File: config.mk
export PLATFORM = sky130hd
export DESIGN_NAME = vga_timing_gen_flat
export DESIGN_NICKNAME = d
export VERILOG_FILES = /design/src/rtl/vga_timing_if.sv /design/src/rtl/vga_timing_gen.sv /design/src/flat_wrapper.sv
export SDC_FILE = /design/constraint.sdc
export NUM_CORES = 1
export LEC_CHECK = 0
export BUFFER_PORTS_ARGS = -buffer_cell sky130_fd_sc_hd__buf_4
export CAP_MARGIN = 20
export CORE_MARGIN = 4
export CORE_UTILIZATION = 51
export CTS_CLUSTER_SIZE = 12
export DETAILED_ROUTE_END_ITERATION = 12
export PLACE_DENSITY_LB_ADDON = 0.08
export REMOVE_ABC_BUFFERS = 1
export SYNTH_ARGS = -nofsm -noshare
export SYNTH_HDL_FRONTEND = slang
export SYNTH_SLANG_ARGS = --single-unit
File: constraint.sdc
create_clock -name clk -period 2.65 [get_ports clk]
set_input_delay 0.53 -clock clk [delete_from_list [all_inputs] [get_ports clk]]
set_output_delay 0.53 -clock clk [all_outputs]
set_load 0.005 [all_outputs]
File: src/rtl/vga_timing_if.sv
// vga_timing_if -- connection bundle between the raster timing generator and
// the blocks around it (VGA register block and pixel fetch path).
//   vga_en       enable from the register block
//   pix_tick     1-clk strobe per pixel period
//   hcount       current pixel column
//   vcount       current line
//   hblank       column is outside the visible area
//   vblank       line is outside the visible area
//   de           display enable (visible pixel while running)
//   hsync/vsync  sync pulses
//   line_start   1-clk strobe when a line begins
//   frame_start  1-clk strobe when a frame begins
// master: the timing generator. slave: a consumer that also supplies vga_en.
interface vga_timing_if;
  logic        vga_en;
  logic        pix_tick;
  logic [10:0] hcount;
  logic [10:0] vcount;
  logic        hblank;
  logic        vblank;
  logic        de;
  logic        hsync;
  logic        vsync;
  logic        line_start;
  logic        frame_start;

  modport master (
    input  vga_en,
    output pix_tick, hcount, vcount, hblank, vblank, de,
           hsync, vsync, line_start, frame_start
  );

  modport slave (
    output vga_en,
    input  pix_tick, hcount, vcount, hblank, vblank, de,
           hsync, vsync, line_start, frame_start
  );
endinterface

File: src/rtl/vga_timing_gen.sv
// vga_timing_gen -- raster timing generator.
// Divides clk by CLK_DIV into a pixel tick and walks an H_TOTAL x V_TOTAL
// raster. Starting and stopping happen only on frame boundaries: a drop of
// vga_en lets the current frame finish before the generator goes idle.
// Ports:
//   clk   clock
//   rst   synchronous reset, active-high
//   vif   vga_timing_if.master: vga_en in; pix_tick, hcount, vcount, hblank,
//         vblank, de, hsync, vsync, line_start, frame_start out (all registered)
module vga_timing_gen #(
  parameter int   CLK_DIV  = 4,
  parameter int   H_ACTIVE = 640,
  parameter int   H_FP     = 16,
  parameter int   H_SYNC   = 96,
  parameter int   H_BP     = 48,
  parameter int   V_ACTIVE = 480,
  parameter int   V_FP     = 10,
  parameter int   V_SYNC   = 2,
  parameter int   V_BP     = 33,
  parameter logic SYNC_POL = 1'b0
) (
  input  logic         clk,
  input  logic         rst,
  vga_timing_if.master vif
);

  localparam int H_TOTAL = H_ACTIVE + H_FP + H_SYNC + H_BP;
  localparam int V_TOTAL = V_ACTIVE + V_FP + V_SYNC + V_BP;
  localparam int PW      = (CLK_DIV > 1) ? $clog2(CLK_DIV) : 1;

  localparam logic [PW-1:0] PRESC_LAST = PW'(CLK_DIV - 1);
  localparam logic [10:0]   H_LAST     = 11'(H_TOTAL - 1);
  localparam logic [10:0]   V_LAST     = 11'(V_TOTAL - 1);
  localparam logic [10:0]   H_ACT      = 11'(H_ACTIVE);
  localparam logic [10:0]   V_ACT      = 11'(V_ACTIVE);
  localparam logic [10:0]   HS_BEGIN   = 11'(H_ACTIVE + H_FP);
  localparam logic [10:0]   HS_END     = 11'(H_ACTIVE + H_FP + H_SYNC);
  localparam logic [10:0]   VS_BEGIN   = 11'(V_ACTIVE + V_FP);
  localparam logic [10:0]   VS_END     = 11'(V_ACTIVE + V_FP + V_SYNC);

  typedef enum logic [1:0] {IDLE, RUN, DRAIN} state_t;

  state_t        state_reg, state_next;
  logic [PW-1:0] presc_reg, presc_next;
  // Set by the first pixel tick after leaving IDLE; until then the raster
  // outputs keep their idle values even though the prescaler is counting.
  logic          started_reg, started_next;
  logic [10:0]   hcount_reg, hcount_next;
  logic [10:0]   vcount_reg, vcount_next;
  logic          pix_tick_reg, pix_tick_next;
  logic          line_start_reg, line_start_next;
  logic          frame_start_reg, frame_start_next;
  logic          hblank_reg, hblank_next;
  logic          vblank_reg, vblank_next;
  logic          de_reg, de_next;
  logic          hsync_reg, hsync_next;
  logic          vsync_reg, vsync_next;

  logic tick, h_last, v_last, stop;

  always_comb begin
    state_next       = state_reg;
    presc_next       = presc_reg;
    started_next     = started_reg;
    hcount_next      = hcount_reg;
    vcount_next      = vcount_reg;
    pix_tick_next    = 1'b0;
    line_start_next  = 1'b0;
    frame_start_next = 1'b0;

    tick   = (state_reg != IDLE) && (presc_reg == PRESC_LAST);
    h_last = (hcount_reg == H_LAST);
    v_last = (vcount_reg == V_LAST);
    // Draining and still disabled on the tick that would wrap the frame.
    stop   = started_reg && (state_reg == DRAIN) && !vif.vga_en && h_last && v_last;

    unique case (state_reg)
      IDLE:    if (vif.vga_en)  state_next = RUN;
      RUN:     if (!vif.vga_en) state_next = DRAIN;
      DRAIN:   if (vif.vga_en)  state_next = RUN;
      default: state_next = IDLE;
    endcase

    if (state_reg == IDLE || tick) presc_next = '0;
    else                           presc_next = presc_reg + PW'(1);

    if (tick) begin
      if (stop) begin
        // The wrap tick is swallowed: go straight to idle values.
        state_next   = IDLE;
        started_next = 1'b0;
        hcount_next  = '0;
        vcount_next  = '0;
      end else if (!started_reg) begin
        // First pixel: counters already sit at (0,0), so they do not advance.
        started_next     = 1'b1;
        pix_tick_next    = 1'b1;
        line_start_next  = 1'b1;
        frame_start_next = 1'b1;
      end else begin
        pix_tick_next = 1'b1;
        if (h_last) begin
          hcount_next     = '0;
          line_start_next = 1'b1;
          if (v_last) begin
            vcount_next      = '0;
            frame_start_next = 1'b1;
          end else begin
            vcount_next = vcount_reg + 11'd1;
          end
        end else begin
          hcount_next = hcount_reg + 11'd1;
        end
      end
    end

    // Decoded from the next counter values so they line up with hcount/vcount.
    hblank_next = !started_next || (hcount_next >= H_ACT);
    vblank_next = !started_next || (vcount_next >= V_ACT);
    de_next     = !hblank_next && !vblank_next;
    hsync_next  = (started_next && hcount_next >= HS_BEGIN && hcount_next < HS_END)
                  ? SYNC_POL : ~SYNC_POL;
    vsync_next  = (started_next && vcount_next >= VS_BEGIN && vcount_next < VS_END)
                  ? SYNC_POL : ~SYNC_POL;
  end

  always_ff @(posedge clk) begin
    if (rst) begin
      state_reg       <= IDLE;
      presc_reg       <= '0;
      started_reg     <= 1'b0;
      hcount_reg      <= '0;
      vcount_reg      <= '0;
      pix_tick_reg    <= 1'b0;
      line_start_reg  <= 1'b0;
      frame_start_reg <= 1'b0;
      hblank_reg      <= 1'b1;
      vblank_reg      <= 1'b1;
      de_reg          <= 1'b0;
      hsync_reg       <= ~SYNC_POL;
      vsync_reg       <= ~SYNC_POL;
    end else begin
      state_reg       <= state_next;
      presc_reg       <= presc_next;
      started_reg     <= started_next;
      hcount_reg      <= hcount_next;
      vcount_reg      <= vcount_next;
      pix_tick_reg    <= pix_tick_next;
      line_start_reg  <= line_start_next;
      frame_start_reg <= frame_start_next;
      hblank_reg      <= hblank_next;
      vblank_reg      <= vblank_next;
      de_reg          <= de_next;
      hsync_reg       <= hsync_next;
      vsync_reg       <= vsync_next;
    end
  end

  assign vif.pix_tick    = pix_tick_reg;
  assign vif.hcount      = hcount_reg;
  assign vif.vcount      = vcount_reg;
  assign vif.hblank      = hblank_reg;
  assign vif.vblank      = vblank_reg;
  assign vif.de          = de_reg;
  assign vif.hsync       = hsync_reg;
  assign vif.vsync       = vsync_reg;
  assign vif.line_start  = line_start_reg;
  assign vif.frame_start = frame_start_reg;

endmodule
File: src/flat_wrapper.sv
// flat-port wrapper written by rule: the top's interface ports become plain ports
module vga_timing_gen_flat 
#(
  parameter int   CLK_DIV  = 4,
  parameter int   H_ACTIVE = 640,
  parameter int   H_FP     = 16,
  parameter int   H_SYNC   = 96,
  parameter int   H_BP     = 48,
  parameter int   V_ACTIVE = 480,
  parameter int   V_FP     = 10,
  parameter int   V_SYNC   = 2,
  parameter int   V_BP     = 33,
  parameter logic SYNC_POL = 1'b0
)
  (clk, rst, vif_vga_en, vif_pix_tick, vif_hcount, vif_vcount, vif_hblank, vif_vblank, vif_de, vif_hsync, vif_vsync, vif_line_start, vif_frame_start);
  vga_timing_if vif_i ();
  input  logic clk;
  input  logic rst;
  input wire logic [$bits(vif_i.vga_en)-1:0] vif_vga_en;
  output wire logic [$bits(vif_i.pix_tick)-1:0] vif_pix_tick;
  output wire logic [$bits(vif_i.hcount)-1:0] vif_hcount;
  output wire logic [$bits(vif_i.vcount)-1:0] vif_vcount;
  output wire logic [$bits(vif_i.hblank)-1:0] vif_hblank;
  output wire logic [$bits(vif_i.vblank)-1:0] vif_vblank;
  output wire logic [$bits(vif_i.de)-1:0] vif_de;
  output wire logic [$bits(vif_i.hsync)-1:0] vif_hsync;
  output wire logic [$bits(vif_i.vsync)-1:0] vif_vsync;
  output wire logic [$bits(vif_i.line_start)-1:0] vif_line_start;
  output wire logic [$bits(vif_i.frame_start)-1:0] vif_frame_start;
  assign vif_i.vga_en = vif_vga_en;
  assign vif_pix_tick = vif_i.pix_tick;
  assign vif_hcount = vif_i.hcount;
  assign vif_vcount = vif_i.vcount;
  assign vif_hblank = vif_i.hblank;
  assign vif_vblank = vif_i.vblank;
  assign vif_de = vif_i.de;
  assign vif_hsync = vif_i.hsync;
  assign vif_vsync = vif_i.vsync;
  assign vif_line_start = vif_i.line_start;
  assign vif_frame_start = vif_i.frame_start;
  vga_timing_gen #(.CLK_DIV(CLK_DIV), .H_ACTIVE(H_ACTIVE), .H_FP(H_FP), .H_SYNC(H_SYNC), .H_BP(H_BP), .V_ACTIVE(V_ACTIVE), .V_FP(V_FP), .V_SYNC(V_SYNC), .V_BP(V_BP), .SYNC_POL(SYNC_POL)) u_core (.clk(clk), .rst(rst), .vif(vif_i));
endmodule
==> impl_results.md <==
- Synth Register Bits: 35
- CP Capture Type: flip-flop
- Met1 Use GR: 0.252
- Row cnt: 21
- Pleak: 0.858 nW
- PnR worst setup slack: 0.188 ns
- Io pins: 33
- Ant diodes: 0
- Vias: 1700
- Die area: 4600 um^2
- Synth warnings: 0
- Top post-synthesis cells by area: dfxtp_1 (38%), xor2_1 (4.8%), nor2_1 (4.7%)
- Worst-Skew Late Latency: 0.35 ns
- Max-slew headroom: 0.574
- Final instance area: 2180 um^2
- Reg clk slew, reported paths: 0.11 ns
- Ys async rst share: 0
- Hold Vio Cnt, Final: 0
- DR DRC count: 0
- Placed Cells: 285
- Clock power share: 0.427
- Port buffer count: 32
- Area grow syn2layout: 19.5%
- Switch share: 0.208
- Vias/cell: 5.80
- Crit path largest cell delay: 0.61 ns
- DP Area: 2090 um^2
- Buffer and inverter count on the worst path: 0
- Status: finished clean
- CP max-delay cell: or4b_4
- Synth Area in Adders: 0.0274
- Fin cells: 293
- Largest net degree at the start of global routing: 27
- Netlist cell types: 50
- Yosys top cell area share: 0.384
- Final setup TNS: 0 ns
- Vias in the first global route: 1606
- Final ANT Viol Nets: 0
- Layout cells sized above 1: 0.215
- Worst-Margin Slew: 0.637 ns
- Final setup viols: 0
- DRT Pass-1 Iters: 4
- CTS tree: built
- Fin. max-slew vios: 0
- Internal: 0.000758 W
- Critical path launch point type: flip-flop
- Initial antenna violation count: 0
- Max-cap violations: 0
- Starting density of the core: 0.539
- Gpl congestion: 0.910
- Most instantiated library cell after synthesis: dfxtp_1
- Mapped Area: 1830 um^2
- Gr busiest metal: met2
- First-pass GRT wire length: 7.29 mm
- Fin Clk Skew: 0.00581 ns
- WL/cell: 14.7 um
- Synth Area in Compound Gates: 0.118
- Period utilisation layout: 0.929
- Synth area leader: dfxtp_1
- Unrepaired setup endpoints after global routing: no
- Num CTS Buffers: 5
- Combinational power share: 0.017
- CP top delay family: simple AND/OR/NAND/NOR gates
- Root Driver: clkbuf_4
- Min-Delay Path Class: in -> reg
- # nets final: 253
- Core area: 3390 um^2
- Cells after Synth: 216
- Commonest cells post-synth: dfxtp_1 (35), nor2_1 (23), nand2_1 (16)
- Power per Cell Area: 439 nW/um^2
- CP required: 2.89 ns
- Top_reg_cell synth: dfxtp_1
- Multiplexer area fraction after synthesis: 0
- Peak VDD IR: 220 uV
- Sequential share of the synthesized area: 0.384
- Simple logic cell fraction of the synthesized area: 0.345
- Max Freq: 406 MHz
- Arr. time, crit path: 2.70 ns
- Dpl hpwl: 3.12 mm
- CTS max path bufs: 2
- Psw: 0.000199 W
- Pre-CTS WS: 0.222 ns
- Met2 Track Usage GR: 0.351
- Initial detailed-routing violation count: 118
- CTS Hold Bufs: 0
- Part of the power in registers: 0.556
- Worst path cell trace: or4b_4 -> nor4_4 -> nand3_1 -> xor2_1 -> nor4b_2 -> or3b_1
- All-Layer GR Usage: 0.207
- Post-layout min period: 2.46 ns
- Post-synth EDFFs: 0
- CTS sink cnt: 35
- Kind of critical path: reg -> reg
- Chip height: 67.8 um
- H-tree level count: 2
- Post-synthesis xor/xnor area fraction: 0.0816
- DRT Wirelength: 4.31 mm
- Die Wd: 67.8 um
- Crit path max fanout: 10
- Syn Area/Cell: 8.45 um^2
- M3 GR Usage: 0.0525
- Total grt overflow: 0
- Final Util: 0.643
- Main combinational cell family by area after synthesis: simple AND/OR/NAND/NOR gates
[cells in the final DEF, fill, tap and decap left out, types with 2 or more instances in the layout]
cell type  netlist  layout
nor2b_1          3       3
dfxtp_1         35      35
and2_1           2       2
nor3_1          11      11
inv_1            5       5
xnor2_1          7       7
or3_1            6       6
xor2_1          10      10
nand3_1         12      12
o21ai_0          3       3
and3_1           4       4
nand2_1         16      16
nor4b_1          3       3
nand3b_1         3       3
o22ai_1          2       2
ha_1             4       4
o211a_1          2       2
a21oi_1         11      11
nor2_1          23      22
nand4_1         10      10
nor3b_1          2       2
buf_4            0      36
a31oi_1          3       3
nor4_1           3       3
clkbuf_4         0       5
[per-layer routing]
layer  part of all wire  up-vias  routed length, um
li1                   -      837                  -
met1               0.44      810               1890
met2               0.50       42               2140
met3              0.048       11                209
met4              0.018        0                 77
met5                  0        -                  0
[area by class of cell]
type,count,area [um^2]
Sequential cell,35,701
Timing Repair Buffer,36,270
Inverter,5,18.8
Clock inverter,2,35.0
Multi-Input combinational cell,163,1050
Fill cell,289,1210
Clock buffer,6,51.3
Tap cell,46,57.6
[cells by family (layout without fill, tap and decap cells)]
logic type / after synthesis / in the layout
adders and majority gates: 4 / 4
xor gates and xnor gates: 17 / 17
DFF: 35 / 35
and+or+nand+nor: 110 / 110
buffers and inverters: 18 / 49
AOI/OAI and AO/OA: 32 / 32
[metrics by stage]
step                      hold WS (ns)  power, W
final                            0.352  0.000957
after floorplan                  0.404  0.000550
after detailed placement         0.437  0.000560
after CTS                        0.347  0.000964
after global routing             0.346  0.000988
after global placement           0.416  0.000560
[final timing paths]
kind	startpoint	endpoint	slack, ns	cells after the start
max	u_core.vif.hcount[6]$_SDFF_PP0_	u_core.vif.vblank$_SDFF_PP1_	0.19	6
min	vif_vga_en	u_core.state_reg[1]$_SDFF_PP0_	0.35	2
max reg2reg	u_core.vif.hcount[6]$_SDFF_PP0_	u_core.vif.vblank$_SDFF_PP1_	0.19	6
min reg2reg	u_core.presc_reg[0]$_SDFF_PP0_	u_core.presc_reg[0]$_SDFF_PP0_	0.45	1
[power groups by stage]
stage / Sequential [W] / Combinational, W / Clock (W)
after floorplan: 0.000543 / 0.00000666 / 0
after global placement: 0.000544 / 0.0000157 / 0
after detailed placement: 0.000544 / 0.0000164 / 0
after CTS: 0.000532 / 0.0000163 / 0.000416
after global routing: 0.000533 / 0.0000181 / 0.000437
final: 0.000532 / 0.0000162 / 0.000408
[repair_timing]
action                                  4_1_cts  5_1_grt
endpoints found under the setup margin        0        1
gates resized for setup                       0        1
setup buffers                                 0        0
No activity file was read; power rests on OpenSTA's default activity.
